--- src/rtl/nic_pe_port.sv ---
// Processor-side NIC port: one-flit TX buffer and RX buffer between CPU and router.
// Optional NIC_RX_TWO_DEEP_EN turns the RX buffer into a 2-entry FIFO.
module nic_pe_port (
    input  logic        clk,
    input  logic        reset,
    input  logic [1:0]  addr,
    input  logic [63:0] d_in,
    output logic [63:0] d_out,
    input  logic        nicEn,
    input  logic        nicWrEn,
    output logic        net_so,
    input  logic        net_ro,
    output logic [63:0] net_do,
    input  logic        net_polarity,
    input  logic        net_si,
    output logic        net_ri,
    input  logic [63:0] net_di
);

    localparam logic [1:0] A_RXB = 2'b00;
    localparam logic [1:0] A_RXS = 2'b01;
    localparam logic [1:0] A_TXB = 2'b10;
    localparam logic [1:0] A_TXS = 2'b11;

    logic        rd_en;
    logic        wr_en;
    logic [63:0] tx_buf;
    logic        tx_full;
    logic        tx_load;
    logic        rx_push;
    logic        rx_pop;
    logic        rx_avail;
    logic [63:0] rx_head;
    logic [63:0] rd_data;

    assign rd_en = nicEn & ~nicWrEn;
    assign wr_en = nicEn & nicWrEn;

    // Send only on the router's cycle matching the flit's virtual channel.
    assign net_so  = tx_full & net_ro & (net_polarity == tx_buf[63]);
    assign net_do  = tx_buf;
    assign tx_load = wr_en & (addr == A_TXB) & ~tx_full;

    always_ff @(posedge clk or negedge reset) begin
        if (!reset) begin
            tx_buf  <= '0;
            tx_full <= 1'b0;
        end else if (tx_load) begin
            tx_buf  <= d_in;
            tx_full <= 1'b1;
        end else if (net_so) begin
            tx_full <= 1'b0;
        end
    end

`ifdef NIC_RX_TWO_DEEP_EN
    logic [63:0] rx_q0;
    logic [63:0] rx_q1;
    logic [1:0]  rx_cnt;

    assign net_ri   = (rx_cnt != 2'd2);
    assign rx_avail = (rx_cnt != 2'd0);
    assign rx_head  = rx_q0;
    assign rx_push  = net_si & net_ri;
    assign rx_pop   = rd_en & (addr == A_RXB) & rx_avail;

    always_ff @(posedge clk or negedge reset) begin
        if (!reset) begin
            rx_q0  <= '0;
            rx_q1  <= '0;
            rx_cnt <= 2'd0;
        end else begin
            // On pop the head refills from entry 1, or straight from the
            // router when only one entry was held and a flit arrives.
            if (rx_pop) begin
                rx_q0 <= (rx_push && rx_cnt == 2'd1) ? net_di : rx_q1;
            end else if (rx_push) begin
                if (rx_cnt == 2'd0) begin
                    rx_q0 <= net_di;
                end else begin
                    rx_q1 <= net_di;
                end
            end
            case ({rx_push, rx_pop})
                2'b10:   rx_cnt <= rx_cnt + 2'd1;
                2'b01:   rx_cnt <= rx_cnt - 2'd1;
                default: rx_cnt <= rx_cnt;
            endcase
        end
    end
`else
    logic [63:0] rx_buf;
    logic        rx_full;

    assign net_ri   = ~rx_full;
    assign rx_avail = rx_full;
    assign rx_head  = rx_buf;
    assign rx_push  = net_si & net_ri;
    assign rx_pop   = rd_en & (addr == A_RXB) & rx_full;

    always_ff @(posedge clk or negedge reset) begin
        if (!reset) begin
            rx_buf  <= '0;
            rx_full <= 1'b0;
        end else if (rx_push) begin
            rx_buf  <= net_di;
            rx_full <= 1'b1;
        end else if (rx_pop) begin
            rx_full <= 1'b0;
        end
    end
`endif

    always_comb begin
        rd_data = '0;
        case (addr)
            A_RXB:   rd_data = rx_head;
            A_RXS:   rd_data = {63'b0, rx_avail};
            A_TXB:   rd_data = tx_buf;
            A_TXS:   rd_data = {63'b0, tx_full};
            default: rd_data = '0;
        endcase
    end

    always_ff @(posedge clk or negedge reset) begin
        if (!reset) begin
            d_out <= '0;
        end else if (rd_en) begin
            d_out <= rd_data;
        end
    end

endmodule

--- config.mk ---
export PLATFORM = sky130hd
export DESIGN_NAME = nic_pe_port
export DESIGN_NICKNAME = d
export VERILOG_FILES = /design/src/rtl/nic_pe_port.sv
export SDC_FILE = /design/constraint.sdc
export NUM_CORES = 1
export LEC_CHECK = 0
export BUFFER_PORTS_ARGS = -buffer_cell sky130_fd_sc_hd__clkbuf_2
export CORE_MARGIN = 3
export CORE_UTILIZATION = 46
export DETAILED_ROUTE_END_ITERATION = 6
export PLACE_DENSITY = 0.76
export SLEW_MARGIN = 25
export SYNTH_ARGS = -nofsm -noshare
export SYNTH_HDL_FRONTEND = slang
export SYNTH_SLANG_ARGS = --single-unit
--- constraint.sdc ---
create_clock -name clk -period 1.35 [get_ports clk]
set_clock_uncertainty 0.05 [all_clocks]
set_input_delay 0.27 -clock clk [delete_from_list [all_inputs] [get_ports clk]]
set_output_delay 0.27 -clock clk [all_outputs]
set_load 0.01 [all_outputs]
* Word level (Yosys, flattened, before mapping)
Cells that the tools add are included.
** Word-level totals
- Bits in registers :: 194
- Input bits :: 137
- Output and inout bits :: 130
- Word-level logic and storage cells :: 29
** Cells by class
- Equal/unequal tests :: 4
- Muxes and demuxes :: 5
- Bitwise operators :: 12
- Reductions and logical operators :: 3
** Operators by type and width (number)
- $pmux W64 S4 :: 1
- $and A1 B1 Y1 :: 9
- $eq A2 B2 Y1 const B :: 2
- $mux W1 :: 4
- $reduce_bool A2 Y1 :: 2
- $not A1 Y1 :: 3
- $eq A2 B1 Y1 const B :: 1
- $logic_not A2 Y1 :: 1
- $eq A1 B1 Y1 :: 1

* Depth between registers and ports, before layout
Gate-level depths: netlist of run 1.
- Depth in word-level cells :: 6
- Mapped depth :: 5
- Depth with buffers taken out :: 3

* Worst setup path before layout of run 1
OpenSTA, ideal clock, no wires.
- Path type :: register to register
- Start point :: reg rx_full, in the netlist rx_avail
- End point :: reg rx_buf[14]
- Library setup time :: 0.125 ns
- Data arrival time :: 1.236 ns
- Required time :: 1.175 ns
- Slack :: -0.061 ns
- Cell stages (with the launch flop) :: 5
- Buffers on the path :: 2
- Clock period less this slack :: 1.411 ns
- Cell sequence :: dfrtp_1 -> nor2b_1 -> buf_2 -> buf_2 -> mux2_2
** Between the ends
- Cells in the longest elaborated chain, start to end :: 2
** Ends and longest elaborated chain
- start: declaration :: RTL line 93 : logic rx_full;
- start signal: assignment :: RTL line 104 : rx_full <= 1'b0;
- start signal: assignment :: RTL line 107 : rx_full <= 1'b1;
- start signal: assignment :: RTL line 109 : rx_full <= 1'b0;
- $not A1 Y1 :: RTL line 95 : assign net_ri = ~rx_full;
- $and A1 B1 Y1 :: RTL line 98 : assign rx_push = net_si & net_ri;
- end signal: assignment :: RTL line 106 : rx_buf <= net_di;
- end: declaration :: RTL line 92 : logic [63:0] rx_buf;
Every way passes these cells.
A chain may end at the register's enable or synchronous reset.

* Final worst setup path of run 1
- Start point :: reg tx_buf[63], in the netlist net_do[63]
- End point :: out net_so
** Between the ends
- Cells in the longest elaborated chain, start to end :: 2
** Ends and longest elaborated chain
- start: declaration :: RTL line 27 : logic [63:0] tx_buf;
- start signal: assignment :: RTL line 49 : tx_buf <= d_in;
- $eq A1 B1 Y1 :: RTL line 40 : assign net_so = tx_full & net_ro & (net_polarity == tx_buf[63]);
- $and A1 B1 Y1 :: RTL line 40
- end: declaration :: RTL line 11 : output logic net_so,
Every way passes these cells.

==> results.json, run 1 <==
{
  "violations": "negative setup slack",
  "ys_ff_latch": 194,
  "startpoint_type": "flop",
  "seqCellArea_sq_mm": 0.004855,
  "synth-xor-area-share_pct": 0.1100,
  "ys_warn_count": 0,
  "antenna_found_initial": 0,
  "synthSimpleGateAreaFrac_pct": 3.473,
  "hold_class": "input pin to flop",
  "worst_pin_slew_ns": 0.7847,
  "cts_tree": "yes",
  "area_delta_synth_final_pct": 42.11,
  "grt_max_degree": 66,
  "fin_ws_ns": -0.2641,
  "min_from": "d_in[57]",
  "syn-cell-area_sq_mm": 0.007963,
  "synth_cells": 560,
  "fillers": 1172,
  "cts-root-buf": "clkbuf_16",
  "pin_count": 267,
  "fmax_mhz": 619.5,
  "synth.area.mux_share_pct": 28.76,
  "rsz0062_at_grt": "yes",
  "leakage_nw": 5.964,
  "dp_hpwl_um": 13910,
  "drive_above_1_share_pct": 56.33,
  "fp-row-count": 47,
  "required_ns": 1.03,
  "worstPathMaxFanout": 2,
  "core_sq_mm": 0.01676,
  "worstPathArrival_ns": 1.29,
  "min_period_over_period_pct": 119.6,
  "routedWlPerCell_um": 20.12,
  "synth_top_family_by_area": "multiplexers",
  "ys_types": 22,
  "path_buf_inv": 1,
  "numCtsBuffers": 17,
  "cts_buffer_depth": 2,
  "yosysTopAreaCell": "dfrtp_1",
  "slew_headroom_pct": 47.69,
  "worstPathCellList": "xnor2_1, and3_4, buf_6",
  "routed_wl_um": 22400,
  "synth_area_leaders": "dfrtp_1 61%, mux2_2 11%, mux2_4 9.2%, mux2i_1 7.9%, nand2_1 3.0%",
  "remaining_drc_errors": 0,
  "port_buffers": 266,
  "synth_seq_area_share_pct": 60.97,
  "crit_path_end_kind": "primary output",
  "via_per_inst": 5.148,
  "fin_nets": 1017,
  "first_pass_iters": 4,
  "peakVddDrop_uv": 1271,
  "num_antenna_cells": 0,
  "setup_viol": 133,
  "layout_common_cells": "261 x clkbuf_2, 194 x dfrtp_1, 117 x mux2_4, 63 x mux2i_1, 63 x nand2_1",
  "ant_nets": 0,
  "die_h_um": 137.6,
  "synth_top_area_share_pct": 60.97,
  "ctsHtreeMaxLevel": 4,
  "grt_pass1_wl_um": 32590,
  "drt_iter0_drc": 249,
  "critPathKind": "flop to primary output",
  "outcome": "finished with violations",
  "finalCriticalPeriod_ns": 1.614,
  "clk_pin_slew_worst_paths_ns": 0.07,
  "multi_input_area_sq_mm": 0.003188,
  "final_max_slew_viol_count": 0,
  "maxCapViolCount": 0,
  "start_util_pct": 47.51,
  "grt_pass1_vias": 5802,
  "slowest_delay_ns": 0.39,
  "power.density_mw_per_mm2": 2105,
  "synth_compound_area_share_pct": 4.117,
  "final_util_pct": 67.52,
  "synth_fa_ha_area_share_pct": 0,
  "route.vias.total": 5730,
  "clock_latency_ns": 0.42,
  "slowest_stage": "dfrtp_1",
  "hold_slack_ns": 0.02495,
  "grt_overflow": 0,
  "avgSynthCellArea_sq_um": 14.22,
  "cts.sink_count": 194,
  "final-hold-violation-count": 0,
  "dieArea_sq_mm": 0.01892,
  "dieWidth_um": 137.6,
  "crit_family": "flip-flops",
  "synth_fp_nets": 697,
  "gp_congestion": 0.7560,
  "grt_usage_pct": 22.71,
  "startpoint": "net_do[63]$_DFFE_PN0P_",
  "r2r-start": "tx_full$_DFFE_PN0P_",
  "layout_commonest_cell": "clkbuf_2"
}
-- through the flow --
stage          worst slack, ns  cells  cell area [sq um]  power, mW  TNS [ns]
2_1_floorplan         0.002835    560               7981      13.90         0
3_3_place_gp           -0.3001   1043               9821      16.66    -10.85
3_5_place_dp           -0.3372   1043               9821      16.97    -15.50
4_1_cts                -0.2609   1098              11020      23.46    -12.09
5_1_grt                -0.3481   1113              11320      25.07    -23.17
6_report               -0.2641   1113              11320      23.83    -18.47
-- sequential cells by signal (all words and copies together), names as in the netlist --
signal / cells
tx_full: 1
rx_avail: 1
d_out: 64
net_do: 64
rx_buf: 64
-- path summary, 6_finish.rpt --
| check | end | slack [ns] | depth (start not counted) |
|---|---|---|---|
| max in group asynchronous | d_out[18]$_DFFE_PN0P_ | 0.43 | 3 |
| setup / recovery | net_so | -0.26 | 3 |
| setup reg to reg | net_do[13]$_DFFE_PN0P_ | -0.24 | 6 |
| hold / removal | net_do[57]$_DFFE_PN0P_ | 0.02 | 2 |
| min in group asynchronous | net_do[14]$_DFFE_PN0P_ | 0.30 | 2 |
| hold reg to reg | d_out[2]$_DFFE_PN0P_ | 0.43 | 2 |
-- where the power goes --
part	switching (mW)	total [mW]	leakage (nW)	internal (mW)
Combinational	3.45	8.77	3.29	5.33
Clock	2.23	4.99	0.279	2.76
Sequential	1.80	10.1	2.39	8.26
-- synth_stat cells --
cell	count
dfrtp_1	194
mux2_2	80
mux2i_1	63
nand2_1	63
mux2_4	49
o21ai_0	44
o21ai_1	20
buf_2	17
clkbuf_1	11
buf_6	5
buf_4	2
inv_1	2
and3_1	1
mux4_2	1
nand2b_1	1
nand4_1	1
nor2_1	1
nor2b_1	1
nor3_1	1
o21bai_1	1
or2_1	1
xnor2_1	1
-- repair_timing --
item / 4_1_cts / 5_1_grt
hold buffers: 1 / 0
gates cloned: 7 / 5
endpoints found under the setup margin: 125 / 141
gates resized for setup: 74 / 44
pin swaps: 2 / 1
endpoints found under the hold margin: 27 / 0
setup buffers: 15 / 16
-- logic make-up (layout without fill, tap and decap cells) --
logic type	after synthesis	in the layout
multiplexers	193	193
buffers and inverters	37	370
flip-flops	194	194
XOR/XNOR	1	1
AO/OA/AOI/OAI	65	65
AND/OR/NAND/NOR	70	70
-- final cells by class --
cell class / instances / share of cell area [%]
sequential: 194 / 42.90
multi-input combinational: 329 / 28.17
timing repair buffer: 336 / 21.26
clock buffer: 22 / 4.279
tap: 220 / 2.433
clock inverter: 10 / 0.8624
inverter: 2 / 0.08846
-- routing by layer --
metal | vias up | global-route usage [%] | part of all wire (%)
met5 | - | 0 | 0
met4 | 0 | 4.324 | 1.0
met3 | 15 | 8.291 | 8.7
met2 | 246 | 35.82 | 49
met1 | 2879 | 30.54 | 42
li1 | 2590 | - | -
No activity file was read; power rests on OpenSTA's default activity.
==> inputs of run 2 (changes only) <==
--- a/config.mk
+++ b/config.mk
@@ -5,6 +5,7 @@
 export SDC_FILE = /design/constraint.sdc
 export NUM_CORES = 1
 export LEC_CHECK = 0
+export ABC_AREA = 1
 export BUFFER_PORTS_ARGS = -buffer_cell sky130_fd_sc_hd__clkbuf_2
 export CORE_MARGIN = 3
 export CORE_UTILIZATION = 46
==> run 2 against run 1 <==
First-iteration DRC count rose by 55%. Critical endpoint unchanged. Via count rose by 29%. Maximum frequency is 0.92% lower. Worst setup slack lost 0.015 ns. Cell count grew 33%. Sequential cell count unchanged. Highest routed layer unchanged. Largest cell class unchanged. Sequential power shrank 5%. Area after synthesis fell by 0.25%. Worst hold slack worse by 0.019 ns. Final area shrank 3.9%. Die area decreased by 0.24%. The flow still finishes with violations (negative setup slack).
==> results.json, run 2 <==
{
  "worst_pin_slew_ns": 0.4230,
  "clock_latency_ns": 0.43,
  "fin_area_sq_mm": 0.01088,
  "remaining_drc_errors": 0,
  "startpoint_type": "flop",
  "async_flop_share_pct": 100.0,
  "drive_above_1_share_pct": 26.72,
  "setup_tns_ns": -0.4775,
  "ant_nets": 0,
  "fin_ws_ns": -0.2792,
  "grt_usage_pct": 24.41,
  "gp_congestion": 0.7855,
  "synth_cells": 921,
  "grt_max_degree": 46,
  "peakVddDrop_uv": 1010,
  "core_sq_mm": 0.01676,
  "first_pass_iters": 5,
  "synth_common_cells": "523 x nand2_1, 194 x dfrtp_1, 128 x nand3_1, 22 x buf_2, 12 x buf_6",
  "routed_wl_um": 22800,
  "crit_path_end_kind": "primary output",
  "fp-row-count": 47,
  "pwr-share-clk_pct": 23.1,
  "ys_warn_count": 0,
  "p_sw_mw": 7.149,
  "setup_viol": 3,
  "cts_tree": "yes",
  "synth_top_area_share_pct": 61.12,
  "ys_types": 16,
  "antenna_found_initial": 0,
  "die_h_um": 137.4,
  "ctsHtreeMaxLevel": 4,
  "p_int_mw": 13.33,
  "preCtsSetupSlack_ns": 0.03038,
  "ys_ff_latch": 194,
  "layout_commonest_cell": "nand2_1",
  "grt-busiest-layer": "met2",
  "grt_pass1_wl_um": 35910,
  "worstPathArrival_ns": 1.31,
  "leakage_nw": 6.090,
  "final_util_pct": 64.90,
  "power.density_mw_per_mm2": 1883,
  "grt_pass1_vias": 7245,
  "worstPathMaxFanout": 3,
  "cts.sink_count": 194,
  "yosysTopAreaCell": "dfrtp_1",
  "fmax_mhz": 613.8,
  "pin_count": 267,
  "met1_usage_pct": 30.17,
  "min_period_over_period_pct": 120.7,
  "finalCriticalPeriod_ns": 1.629,
  "port_buffers": 266,
  "synth_seq_area_share_pct": 61.12,
  "drt_iter0_drc": 387,
  "via_per_inst": 4.980,
  "grt.met2_usage_pct": 42.25,
  "seq_power_share_pct": 46.8,
  "rsz0062_at_grt": "yes",
  "dieWidth_um": 137.4,
  "start_util_pct": 47.39,
  "met3_usage_pct": 5.077,
  "synth_fp_nets": 1058,
  "slew_headroom_pct": 71.80,
  "dp_hpwl_um": 15290,
  "critPathKind": "flop to primary output",
  "fin_nets": 1385,
  "final-hold-violation-count": 0,
  "sw_frac_of_total_pct": 34.90,
  "grt_overflow": 0,
  "numCtsBuffers": 17,
  "cts_buffer_depth": 2,
  "clk_pin_slew_worst_paths_ns": 0.07,
  "synth-edff-count": 0,
  "area_delta_synth_final_pct": 36.94,
  "route.vias.total": 7375,
  "synth_most_common_cell": "nand2_1",
  "routedWlPerCell_um": 15.40,
  "synth_area_leaders": "dfrtp_1 61%, nand2_1 25%, nand3_1 8.1%, buf_6 1.7%, buf_2 1.4%",
  "synth_flop_cell": "dfrtp_1",
  "outcome": "finished with violations",
  "required_ns": 1.03,
  "cts-root-buf": "clkbuf_16",
  "layout_common_cells": "522 x nand2_1, 263 x clkbuf_2, 194 x dfrtp_1, 128 x nand3_1, 61 x dlygate4sd3_1",
  "placed_area_sq_mm": 0.009635,
  "avgSynthCellArea_sq_um": 8.624,
  "num_antenna_cells": 0,
  "fillers": 1387,
  "comb_power_share_pct": 30.1,
  "violations": "negative setup slack",
  "dieArea_sq_mm": 0.01888,
  "syn-cell-area_sq_mm": 0.007943,
  "final_max_slew_viol_count": 0,
  "hold_slack_ns": 0.006377,
  "hold_class": "input pin to flop",
  "maxCapViolCount": 0
}
-- run 2: metal layers --
metal / wire length, um / vias up
li1: - / 3526
met1: 9259 / 3521
met2: 11470 / 284
met3: 1496 / 44
met4: 578 / 0
met5: 0 / -
-- run 2: cell type report --
cell class                      instances  area (sq um)  share of cell area [%]
Inverter                               11         46.29                  0.4256
Tap cell                              220         275.3                   2.531
Clock buffer                           24         461.7                   4.245
Sequential cell                       194          4855                   44.63
Multi-Input combinational cell        663          2691                   24.74
Clock inverter                          8         81.33                  0.7477
Timing Repair Buffer                  361          2466                   22.67
-- run 2: worst paths after layout --
check / endpoint / depth (start not counted) / slack [ns] / start
worst min register to register: rx_buf[61]$_DFFE_PN0P_ / 2 / 0.42 / rx_buf[61]$_DFFE_PN0P_
worst max register to register: rx_buf[17]$_DFFE_PN0P_ / 5 / 0.06 / rx_avail$_DFFE_PN0P_
min in group asynchronous: d_out[4]$_DFFE_PN0P_ / 2 / 0.30 / reset
worst max-delay path: net_so / 6 / -0.28 / net_do[63]$_DFFE_PN0P_
max in group asynchronous: rx_buf[55]$_DFFE_PN0P_ / 3 / 0.40 / reset
worst min-delay path: net_do[53]$_DFFE_PN0P_ / 3 / 0.006 / d_in[53]
-- run 2: power by group through the flow --
stage	clock (mW)	sequential (mW)	combinational (mW)
after floorplan	0	9.92	2.56
after CTS	4.81	9.59	6.14
final	4.73	9.58	6.17
after detailed placement	0	9.67	5.74
after global placement	0	9.60	5.54
after global routing	5.03	9.84	6.94
-- run 2: what timing repair did --
item,CTS,global route
hold buffers,60,1
setup endpoints to repair,3,6
pin swaps,1,0
gates cloned,1,0
endpoints found under the hold margin,91,1
gates resized for setup,2,4
setup buffers,3,5
-- run 2: through the flow --
| step | total power [mW] | std cells |
|---|---|---|
| floorplan | 12.48 | 921 |
| global placement | 15.14 | 1380 |
| detailed placement | 15.41 | 1380 |
| CTS | 20.54 | 1476 |
| global route | 21.81 | 1481 |
| finish | 20.48 | 1481 |
-- run 2: cell families (layout without fill, tap and decap cells) --
logic type,Yosys count,in the layout,share of synthesized area (%)
buf+inv,64,404,5.057
simple gates,661,661,33.70
compound gates,2,2,0.1260
flops,194,194,61.12
-- run 2: critical path: stages, from the launching register on --
cell and delay, ns:
dfrtp_1 0.41, nand2_1 0.07, inv_1 0.04, nor2_2 0.09, nand2_1 0.08, inv_1 0.06
buf_2 0.12
==> inputs of run 3 (changes only) <==
--- a/config.mk
+++ b/config.mk
@@ -6,7 +6,7 @@
 export NUM_CORES = 1
 export LEC_CHECK = 0
 export ABC_AREA = 1
-export BUFFER_PORTS_ARGS = -buffer_cell sky130_fd_sc_hd__clkbuf_2
+export BUFFER_PORTS_ARGS = -buffer_cell sky130_fd_sc_hd__buf_4
 export CORE_MARGIN = 3
 export CORE_UTILIZATION = 46
 export DETAILED_ROUTE_END_ITERATION = 6
==> run 3 against run 2 <==
The run still ends with negative setup slack left. Final area rose by 8.1%. Die area did not move. Critical path depth fell by 1. Register-to-register slack improved by 0.02 ns. Non-clock buffer count rose by 19. Global-route usage rose by 0.90 points. Sequential power barely moved. Sequential share of layout area fell by 3.4 points. Sequential cell count did not move. Highest routed layer unchanged.
==> results.json, run 3 (synthesized netlist as in run 2, its figures left out) <==
{
  "outcome": "finished with violations",
  "violations": "negative setup slack",
  "clk_pin_slew_worst_paths_ns": 0.07,
  "ant_nets": 0,
  "slowest_delay_ns": 0.41,
  "clock_latency_ns": 0.42,
  "numCtsBuffers": 17,
  "drt_iter0_drc": 409,
  "startpoint_type": "flop",
  "comb_power_share_pct": 33.6,
  "worstPathArrival_ns": 1.30,
  "setup_viol": 3,
  "grt_pass1_vias": 7284,
  "hold_class": "input pin to flop",
  "pin_count": 267,
  "fin_nets": 1404,
  "area_delta_synth_final_pct": 48.06,
  "port_buffers": 266,
  "gp_congestion": 0.8116,
  "core_sq_mm": 0.01676,
  "rsz0062_at_grt": "yes",
  "grt_overflow": 0,
  "final_max_slew_viol_count": 0,
  "seqCellArea_sq_mm": 0.004855,
  "p_sw_mw": 7.355,
  "grt_pass1_wl_um": 37030,
  "layout_common_cells": "522 x nand2_1, 294 x buf_4, 194 x dfrtp_1, 128 x nand3_1, 64 x dlygate4sd3_1",
  "leakage_nw": 6.417,
  "crit_path_end_kind": "primary output",
  "grt_usage_pct": 25.31,
  "final-hold-violation-count": 0,
  "dieArea_sq_mm": 0.01888,
  "routed_wl_um": 24290,
  "route.vias.total": 7506,
  "drive_above_1_share_pct": 28.05,
  "fin_ws_ns": -0.2656,
  "fp-row-count": 47,
  "fillers": 1288,
  "critPathKind": "flop to primary output",
  "cts_buffer_depth": 2,
  "min_period_over_period_pct": 119.7,
  "remaining_drc_errors": 0,
  "slowest_stage": "dfrtp_1",
  "routedWlPerCell_um": 16.19,
  "p_int_mw": 14.73,
  "antenna_found_initial": 0,
  "worstPathMaxFanout": 3,
  "fmax_mhz": 619.0,
  "finalPower_mw": 22.09,
  "first_pass_iters": 4,
  "dp_hpwl_um": 15890,
  "crit_family": "flip-flops",
  "cts_tree": "yes",
  "via_per_inst": 5.004,
  "seq_power_share_pct": 43.2,
  "path_buf_inv": 2,
  "slew_headroom_pct": 74.60,
  "ctsHtreeMaxLevel": 4,
  "dieWidth_um": 137.4,
  "grt_max_degree": 42,
  "sw_frac_of_total_pct": 33.30,
  "worstPathCellList": "nor2_2, nor2_2, nand2_1, inv_1, buf_4",
  "num_antenna_cells": 0,
  "peakVddDrop_uv": 1084,
  "required_ns": 1.03,
  "cts-root-buf": "clkbuf_16",
  "cts.sink_count": 194,
  "finalCriticalPeriod_ns": 1.616,
  "layout_commonest_cell": "nand2_1",
  "crit_path_frequent_cell": "nor2_2",
  "final_util_pct": 70.17,
  "pwr-share-clk_pct": 23.2,
  "worst_pin_slew_ns": 0.3810,
  "power.density_mw_per_mm2": 1878,
  "die_h_um": 137.4,
  "start_util_pct": 47.39,
  "maxCapViolCount": 0,
  "multi_input_area_sq_mm": 0.002708
}
run 3: cell type report:
cell class	instances	share of cell area (%)
Clock buffer	22	4.117
Clock inverter	10	1.032
Inverter	11	0.3724
Multi-Input combinational cell	663	23.02
Sequential cell	194	41.28
Tap cell	220	2.341
Timing Repair Buffer	380	27.83
run 3: path summary, 6_finish.rpt:
| check | start | end | slack [ns] | depth (start not counted) |
|---|---|---|---|---|
| worst max-delay path | net_do[63]$_DFFE_PN0P_ | net_so | -0.27 | 5 |
| worst min-delay path | net_di[48] | rx_buf[48]$_DFFE_PN0P_ | 0.02 | 3 |
| worst max register to register | tx_full$_DFFE_PN0P_ | net_do[45]$_DFFE_PN0P_ | 0.08 | 6 |
| worst min register to register | rx_buf[61]$_DFFE_PN0P_ | rx_buf[61]$_DFFE_PN0P_ | 0.42 | 2 |
| max in group asynchronous | reset | rx_buf[24]$_DFFE_PN0P_ | 0.42 | 3 |
| min in group asynchronous | reset | net_do[4]$_DFFE_PN0P_ | 0.27 | 2 |
run 3: stage by stage:
stage	cell area (sq um)	hold slack [ns]	setup slack [ns]	instances	TNS [ns]
finish	11760	0.02341	-0.2656	1500	-0.4372
global route	11760	0.02044	-0.3339	1500	-0.6154
CTS	11600	0.006340	-0.2773	1487	-0.4991
floorplan	7943	-0.07559	0.2327	921	0
global placement	10270	0.1564	0.06673	1385	0
detailed placement	10270	0.1515	0.04477	1385	0
run 3: power by group through the flow:
| stage | Combinational [mW] | Sequential, mW | Clock [mW] |
|---|---|---|---|
| after floorplan | 2.56 | 9.92 | 0 |
| after global routing | 8.16 | 9.82 | 5.43 |
| final | 7.42 | 9.55 | 5.12 |
| after CTS | 7.04 | 9.56 | 5.23 |
| after global placement | 6.37 | 9.61 | 0 |
| after detailed placement | 6.59 | 9.63 | 0 |
run 3: metal layers:
metal	vias up	GRT usage, %	wire (um)
met4	0	8.259	445
met1	3624	30.26	9704
met2	266	44.90	12510
li1	3572	-	-
met3	44	5.990	1634
met5	-	0	0
run 3: repair_timing:
| action | CTS | global route |
|---|---|---|
| endpoints found under the hold margin | 92 | 0 |
| buffers inserted | 5 | 12 |
| pin swaps | 1 | 2 |
| hold buffers | 64 | 0 |
| setup endpoints to repair | 3 | 76 |
| gates cloned | 1 | 2 |
| resized for setup | 3 | 6 |
run 3: worst reg2reg max path: stages, from the launching register on:
cell and delay, ns:
dfrtp_1 0.45, nor2_4 0.15, nand2_4 0.09, inv_4 0.09, buf_12 0.21, nand2_1 0.11
nand2_1 0.06
